`src/rtl/imem_loader_pkg.sv`:
```
// Shared types and stream-format constants for the instruction-memory loader.
// Latency: n/a (package only).
// Backpressure: n/a (package only).
package imem_loader_pkg;

  // Loader FSM states
  typedef enum logic [2:0] {
    ST_IDLE,
    ST_LEN0,
    ST_LEN1,
    ST_DATA,
    ST_CSUM,
    ST_RUN,
    ST_ERROR
  } state_t;

  // Length field: 16-bit little-endian word count, sent as two bytes
  localparam int LEN_W      = 16;
  // Payload words are 4 little-endian bytes
  localparam int WORD_BYTES = 4;
  // Checksum: XOR of all payload bytes, starting from zero
  localparam int CSUM_W     = 8;
  localparam logic [CSUM_W-1:0] CSUM_INIT = '0;

endpackage

```
`src/rtl/word_assembler.sv`:
```
// Packs accepted payload bytes little-endian into 32-bit words.
// Latency: combinational word/done on the 4th byte; lane state updates on the accepting edge.
// Backpressure: none of its own; it only advances on byte_en, which the owner qualifies with ready.
module word_assembler
  import imem_loader_pkg::*;
(
  input  logic        clk,
  input  logic        rst,
  input  logic        clr,
  input  logic        byte_en,
  input  logic [7:0]  byte_dat,
  output logic [31:0] word_dat,
  output logic        word_done
);

  localparam int IDX_W = $clog2(WORD_BYTES);

  logic [WORD_BYTES-1:0][7:0] lanes;
  logic [WORD_BYTES-1:0][7:0] merged;
  logic [IDX_W-1:0]           byte_idx;

  // Store each accepted byte in its lane and advance the lane index (wraps per word)
  always_ff @(posedge clk or posedge rst) begin
    if (rst) begin
      lanes    <= '0;
      byte_idx <= '0;
    end else if (clr) begin
      lanes    <= '0;
      byte_idx <= '0;
    end else if (byte_en) begin
      lanes[byte_idx] <= byte_dat;
      byte_idx        <= byte_idx + 1'b1;
    end
  end

  // Present the word including the byte arriving this cycle, so the owner can register it directly
  always_comb begin
    merged           = lanes;
    merged[byte_idx] = byte_dat;
  end

  assign word_dat  = merged;
  assign word_done = byte_en && (byte_idx == IDX_W'(WORD_BYTES - 1));

endmodule

```
`src/rtl/imem_loader.sv`:
```
// Loads a length-prefixed, XOR-checksummed byte image into instruction memory, then releases the core.
// Latency: one imem write the cycle after each word's 4th byte; RUN/ERROR the cycle after the checksum byte.
// Backpressure: o_byte_ready high only in LEN0/LEN1/DATA/CSUM; bytes move on i_byte_valid && o_byte_ready.
module imem_loader
  import imem_loader_pkg::*;
#(
  parameter logic [31:0] BASE_ADDR = 32'h0000_0000,
  parameter int          MAX_WORDS = 1024
) (
  input  logic        i_clk,
  input  logic        i_rst,
  input  logic        i_start,
  input  logic        i_byte_valid,
  input  logic [7:0]  i_byte,
  output logic        o_byte_ready,
  output logic        o_imem_we,
  output logic [31:0] o_imem_addr,
  output logic [31:0] o_imem_wdata,
  output logic        o_core_rst_n,
  output logic        o_busy,
  output logic        o_done,
  output logic        o_err
);

  localparam logic [LEN_W:0] MAX_LEN = (LEN_W + 1)'(MAX_WORDS);

  state_t              state;
  logic [LEN_W-1:0]    len;
  logic [LEN_W-1:0]    word_idx;
  logic [CSUM_W-1:0]   csum_acc;
  logic [LEN_W-1:0]    rx_len;
  logic                xfer;
  logic                restart;
  logic                asm_en;
  logic [31:0]         asm_word;
  logic                asm_done;

  assign xfer    = i_byte_valid && o_byte_ready;
  // Start is honoured only while not loading; mid-load pulses are dropped
  assign restart = i_start && (state == ST_IDLE || state == ST_RUN || state == ST_ERROR);
  assign asm_en  = xfer && (state == ST_DATA);
  // Full length as it becomes known on the LEN_HI byte
  assign rx_len  = {i_byte, len[7:0]};

  word_assembler u_asm (
    .clk       (i_clk),
    .rst       (i_rst),
    .clr       (restart),
    .byte_en   (asm_en),
    .byte_dat  (i_byte),
    .word_dat  (asm_word),
    .word_done (asm_done)
  );

  // Loader FSM with length/word counters, checksum accumulator and registered imem write port
  always_ff @(posedge i_clk or posedge i_rst) begin
    if (i_rst) begin
      state        <= ST_IDLE;
      len          <= '0;
      word_idx     <= '0;
      csum_acc     <= CSUM_INIT;
      o_imem_we    <= 1'b0;
      o_imem_addr  <= '0;
      o_imem_wdata <= '0;
    end else begin
      o_imem_we <= 1'b0;
      case (state)
        ST_IDLE, ST_RUN, ST_ERROR: begin
          if (i_start) begin
            state    <= ST_LEN0;
            len      <= '0;
            word_idx <= '0;
            csum_acc <= CSUM_INIT;
          end
        end
        ST_LEN0: begin
          if (xfer) begin
            len[7:0] <= i_byte;
            state    <= ST_LEN1;
          end
        end
        ST_LEN1: begin
          if (xfer) begin
            len[15:8] <= i_byte;
            if ({1'b0, rx_len} > MAX_LEN) state <= ST_ERROR;
            else if (rx_len == '0)        state <= ST_CSUM;
            else                          state <= ST_DATA;
          end
        end
        ST_DATA: begin
          if (xfer) begin
            csum_acc <= csum_acc ^ i_byte;
            if (asm_done) begin
              o_imem_we    <= 1'b1;
              o_imem_addr  <= BASE_ADDR + {14'b0, word_idx, 2'b00};
              o_imem_wdata <= asm_word;
              word_idx     <= word_idx + 1'b1;
              if (word_idx == len - 1'b1) state <= ST_CSUM;
            end
          end
        end
        ST_CSUM: begin
          if (xfer) state <= (i_byte == csum_acc) ? ST_RUN : ST_ERROR;
        end
        default: state <= ST_IDLE;
      endcase
    end
  end

  // Status outputs decoded straight from the state register
  assign o_byte_ready = (state == ST_LEN0) || (state == ST_LEN1) ||
                        (state == ST_DATA) || (state == ST_CSUM);
  assign o_busy       = o_byte_ready;
  assign o_done       = (state == ST_RUN);
  assign o_core_rst_n = (state == ST_RUN);
  assign o_err        = (state == ST_ERROR);

endmodule

```
`config.mk`:
```
export PLATFORM = sky130hd
export DESIGN_NAME = imem_loader
export DESIGN_NICKNAME = d
export VERILOG_FILES = /design/src/rtl/imem_loader_pkg.sv /design/src/rtl/word_assembler.sv /design/src/rtl/imem_loader.sv
export SDC_FILE = /design/constraint.sdc
export NUM_CORES = 1
export LEC_CHECK = 0
export CAP_MARGIN = 20
export CORE_MARGIN = 2
export CORE_UTILIZATION = 45
export CTS_BUF_LIST = sky130_fd_sc_hd__clkbuf_4 sky130_fd_sc_hd__clkbuf_8
export DETAILED_ROUTE_END_ITERATION = 8
export MAX_ROUTING_LAYER = met4
export PLACE_DENSITY_LB_ADDON = 0.05
export RECOVER_POWER = 100
export SLEW_MARGIN = 20
export SYNTH_ARGS = -nofsm -noshare
export SYNTH_HDL_FRONTEND = slang
export SYNTH_SLANG_ARGS = --single-unit
```
`constraint.sdc`:
```
create_clock -name i_clk -period 8.4 [get_ports i_clk]
set_clock_uncertainty 0.05 [all_clocks]
set_input_delay 2.52 -clock i_clk [delete_from_list [all_inputs] [get_ports i_clk]]
set_output_delay 2.52 -clock i_clk [all_outputs]
set_load 0.005 [all_outputs]
```
After elaboration in Yosys (flattened, before gate mapping)
Cells that the tools add are included.

Divide/modulo/power cells: 0. Bitwise operators: 1. Multipliers: 0. Add/subtract/negate cells: 3. Muxes and demuxes: 31. Magnitude comparators: 3. Eq/ne operators: 16. Shift operators: 0. Reduce and logical (&&, ||, !) cells: 23.

Operators by type and width (count): 32-bit 2-to-1 mux (2); 16-bit 2-to-1 mux (3); 8-bit one-hot mux with 2 select lines (3); 32-bit bitwise mux (1); 8-bit 2-to-1 mux (4); 16-bit one-hot mux with 2 select lines (1); 3-bit 2-to-1 mux (9); 16-bit by 1-bit adder with 16-bit output (second input constant) (1); 8-bit demux with 2-bit select (1); 16-bit == test (1); 16-bit by 11-bit > comparator with 1-bit output (second input constant) (1); 16-bit zero test (1); 16-bit by 1-bit subtractor with 16-bit output (second input constant) (1); 3-bit one-hot mux with 5 select lines (1); 2-bit inequality test (second input constant) (7); 3-bit AND reduction (4); 3-bit == test (second input constant) (3); 8-bit == test (1); 2-bit nonzero test (4); 8-bit bitwise XOR (1); 7-bit AND reduction (1); 3-bit by 2-bit == test with 1-bit output (second input constant) (2); 2-bit 2-to-1 mux (3); 1-bit logical AND (5); 10 further kinds (16).

Output and inout port bits: 70. Memories kept: 0. Latch bits: 0. Flip-flop bits (word level): 126. Input port bits: 12. Bits in read-only memories: 0. Bits in writable memories: 0. Logic and storage cells: 90.

Longest topological paths before layout
Depth after elaboration: 10. Gate-level depth with buffers: 8. Mapped depth without buffers: 8.

Modules after synthesis
From an unflattened synthesis, not the netlist that was laid out.

Cell total of the unflattened synthesis: 707. Area total of the unflattened synthesis: 6820.3 µm².

By module, submodules not included: imem_loader (times used 1, area each 4825.9 µm², cells each 540, seq. area each 2302.2 µm²); word_assembler (times used 1, area each 1994.4 µm², cells each 167, seq. area each 850.8 µm²).

Worst setup path before layout
No wires, ideal clock.

Path kind: in2reg. From: in i_byte_valid. To: reg word_idx[15]. Setup time: 78 ps. Data required time: 8272 ps. Buffers on the path: 1. Arrival time: 3921 ps. Slack: 4351 ps. Stages: 6. Cell sequence: clkbuf_1 -> nand3_2 -> o21ai_2 -> nand3_1 -> or4_1 -> a21oi_1.

Longest elaborated chain between the ends: 5. Elaborated cells between the ends (all ways): 6. Classes of those cells: 2 x eq/ne; 4 x reduce/logical.

Ends and longest elaborated chain: from (decl) (RTL line imem_loader.sv:13) `input logic i_byte_valid,`; 1-bit logical AND (*) (RTL line imem_loader.sv:38) `assign xfer = i_byte_valid && o_byte_ready;`; 1-bit logical AND (RTL line imem_loader.sv:41) `assign asm_en = xfer && (state == ST_DATA);`; 1-bit logical AND (RTL line word_assembler.sv:43) `assign word_done = byte_en && (byte_idx == IDX_W'(WORD_BYTES - 1));`; 2-bit inequality test (no line); 4-bit AND reduction (no line) (*); to (signal assigned) (RTL line imem_loader.sv:97) `word_idx <= word_idx + 1'b1;`; to (decl) (RTL line imem_loader.sv:29) `logic [LEN_W-1:0] word_idx;`.

Every way passes the cells marked *; elsewhere a longest branch is shown, timed or not. A chain may end at the register's enable or synchronous reset.

Final worst setup path
From: in i_start. To: reg csum_acc[7].

Longest elaborated chain between the ends: 2.

Ends and longest elaborated chain: from (decl) (RTL line imem_loader.sv:12) `input logic i_start,`; 2-bit inequality test (no line); 3-bit AND reduction (no line); to (signal assigned) (RTL line imem_loader.sv:92) `csum_acc <= csum_acc ^ i_byte;`; to (decl) (RTL line imem_loader.sv:30) `logic [CSUM_W-1:0] csum_acc;`.

No other way between the ends.

==> out/results.ini <==
[clocking]
cts.clk_slew.worst_paths_ns = 0.08
insertion_delay_ns = 0.44
cts_hold_buf = 0
cts_setup_buffers = 0
ctsResizeCount = 0
clock-sinks = 118
cts_buffer_depth = 2
cts-root-buf = clkbuf_8
htree_num_levels = 4
tritoncts = yes
cts_buffers = 17

[worst_setup_path]
cp_max_fo = 58
worstSetupStartpointType = input port
critPathSlowestCell = clkbuf_1
cp_data_arrival_time_ns = 6.32
r2r_setup_slack_ns = 4.14
cp_common_cell = o21ai_0
critPathRequiredTime_ns = 8.67
crit_buf_inv = 3
cp_cell_sequence = dlygate4sd3_1, inv_1, nor2_4, clkbuf_1, nor2_1, o21ai_0, o21ai_0
critical_path_class = in2reg
max_stage_delay_ns = 1.92
crit_family = buffers and inverters
cp-end-kind = flip-flop

[synth]
syn_inst = 677
syn-cell-area_um2 = 6090
ys.flop_type = dfrtp_1
synth_edf_count = 0
avgSynthCellArea_um2 = 9.00
ys_types = 50
seq_area_frac_synth_pct = 48.5
synth_seq_cells = 118
synth_warnings = 0
async_reset_ff_share_pct = 100

[timing]
finalMaxSlewViolations = 235
finalCriticalPeriod_ns = 6.05
tightest_slew_ns = 2.74
timing.final.crit_share_pct = 72.1
final-hold-violation-count = 0
rsz0062_at_grt = false
max_clock_freq_mhz = 165
tns_ns = 0
maxSlewHeadroom_pct = -82.4
setup_violations = 0

[route]
totalWireLength_um = 15000
vias = 4829
postRouteAntennaNets = 0
remaining_drc_errors = 0
drtIter0Drc = 358
drtPass1Iterations = 5
wl_per_cell_um = 16.6
viasPerCell = 5.36

[global_route]
grt_pass1_vias = 4760
antenna_found_initial = 0
grt_overflow = 0
grt_pass1_wl_um = 25200
grt_max_degree = 69
grt_usage_pct = 22.9

[finish]
final_core_utilization_pct = 54.1
nets = 731
n_antenna_cell = 0
drive_gt1_share_pct = 5.79
area_growth_pct = 17.7
fin_area_um2 = 7170
fin_cells = 901

[pwr]
power_frac_seq_pct = 37.2
power_density_nw_per_um2 = 331
ir_worst_vdd_mv = 0.139
switching_share_pct = 36.6
power.share.clock_pct = 25.2
p_switching_mw = 0.868
p_leak_nw = 3.29
intPower_mw = 1.51
combPwrFrac_pct = 37.6

[floorplanning]
rows = 42
core_area_um2 = 13200
fp.dieH_um = 120
start_util_pct = 46.0
io_pins = 82
die_area_um2 = 14500
die_w_um = 120

[worst_hold_path]
min_path_type = reg2reg

[place]
dp_cells = 869
place_area_um2 = 6740
routabilityCongestion = 0.871
dpl.hpwl_um = 9650
portBuffers = 65

[status]
status = complete, but fails checks
violations = max-capacitance violations, max-slew violations

[run]
cap_violations = 4

kinds of logic after synthesis:
kind of cell,share of synthesized area (%)
buf+inv,6.12
xor+xnor,5.69
fa+ha+maj,1.44
other cells,0.0615
mux,6.57
simple gates,21.0
flops,48.5
compound gates,10.7
area by class of cell:
| class | count | area (µm²) |
|---|---|---|
| Clock inverter | 14 | 206 |
| Clock buffer | 18 | 248 |
| Fill cell | 1234 | 6070 |
| Timing Repair Buffer | 70 | 678 |
| Sequential cell | 118 | 2950 |
| Tap cell | 176 | 220 |
| Inverter | 11 | 42.5 |
| Multi-Input combinational cell | 494 | 2820 |
per-layer routing:
| layer | wire (µm) | global-route usage [%] | part of all wire [%] | vias up |
|---|---|---|---|---|
| li1 | - | - | - | 2333 |
| met1 | 7330 | 32.2 | 49 | 2371 |
| met2 | 6920 | 33.2 | 46 | 112 |
| met3 | 535 | 4.62 | 3.6 | 13 |
| met4 | 182 | 8.28 | 1.2 | 0 |
| met5 | 0 | - | 0 | - |
cells in the mapped netlist (8+ instances only):
cell type | count | area, µm²
nand2_1 | 135 | 507
dfrtp_1 | 118 | 2950
o21ai_0 | 54 | 270
nor2_1 | 45 | 169
clkbuf_1 | 40 | 150
mux2i_1 | 40 | 400
a21oi_1 | 39 | 195
nand3_1 | 34 | 170
xor2_1 | 19 | 166
buf_4 | 18 | 135
xnor2_1 | 18 | 158
inv_1 | 11 | 41.3
nand2b_1 | 10 | 62.6
nand4_1 | 9 | 56.3
nor3_1 | 8 | 40.0
nor4_1 | 8 | 50.1
per-stage QoR:
stage / hold slack [ns] / setup slack (ns) / total power [mW]
6_report: 0.420 / 2.35 / 2.37
3_3_place_gp: 0.409 / 3.26 / 1.80
3_5_place_dp: 0.417 / 3.17 / 1.83
4_1_cts: 0.435 / 3.66 / 2.44
2_1_floorplan: 0.420 / 2.70 / 1.50
5_1_grt: 0.449 / 1.89 / 2.55
worst paths after layout:
path                                  start                to  depth (start not counted)
setup / recovery                    i_start       csum_acc[7]                          7
hold / removal             o_imem_wdata[22]  o_imem_wdata[22]                          2
hold reg to reg            o_imem_wdata[22]  o_imem_wdata[22]                          2
max in group asynchronous             i_rst          state[0]                          3
min in group asynchronous             i_rst  o_imem_wdata[24]                          2
setup reg to reg                   state[1]       csum_acc[7]                          7
worst reg2reg max path, delay by kind of cell, from the launching register on:
kind | cells | cell delay, ns
flops | 1 | 0.68
buf+inv | 1 | 1.92
xor+xnor | 1 | 0.19
compound gates | 3 | 0.60
simple gates | 2 | 0.70
flip-flops by register name, indices dropped and copies added, names as in the netlist, 2 cells and up:
name,cells
o_imem_wdata,32
u_asm.lanes,24
len,16
o_imem_addr,16
word_idx,16
csum_acc,8
state,3
u_asm.byte_idx,2
power groups by stage:
stage / Clock [mW] / Combinational, mW / Sequential (mW)
2_1_floorplan: 0 / 0.655 / 0.840
5_1_grt: 0.636 / 1.00 / 0.913
4_1_cts: 0.610 / 0.939 / 0.887
3_3_place_gp: 0 / 0.914 / 0.889
3_5_place_dp: 0 / 0.933 / 0.894
6_report: 0.598 / 0.893 / 0.884
placed cells by master (no fill, tap or decap), types with 9 or more instances in the layout:
cell type        n
nand3_1         35
dfrtp_1        118
inv_1           10
mux2i_1         40
nand4_1          9
o21ai_0         55
xnor2_1         18
xor2_1          19
nor2_1          44
a21oi_1         39
clkbuf_8        18
dlygate4sd3_1   57
nand2_1        135
conb_1          16
nand2b_1        10
Power figures use the tool's default switching activity.
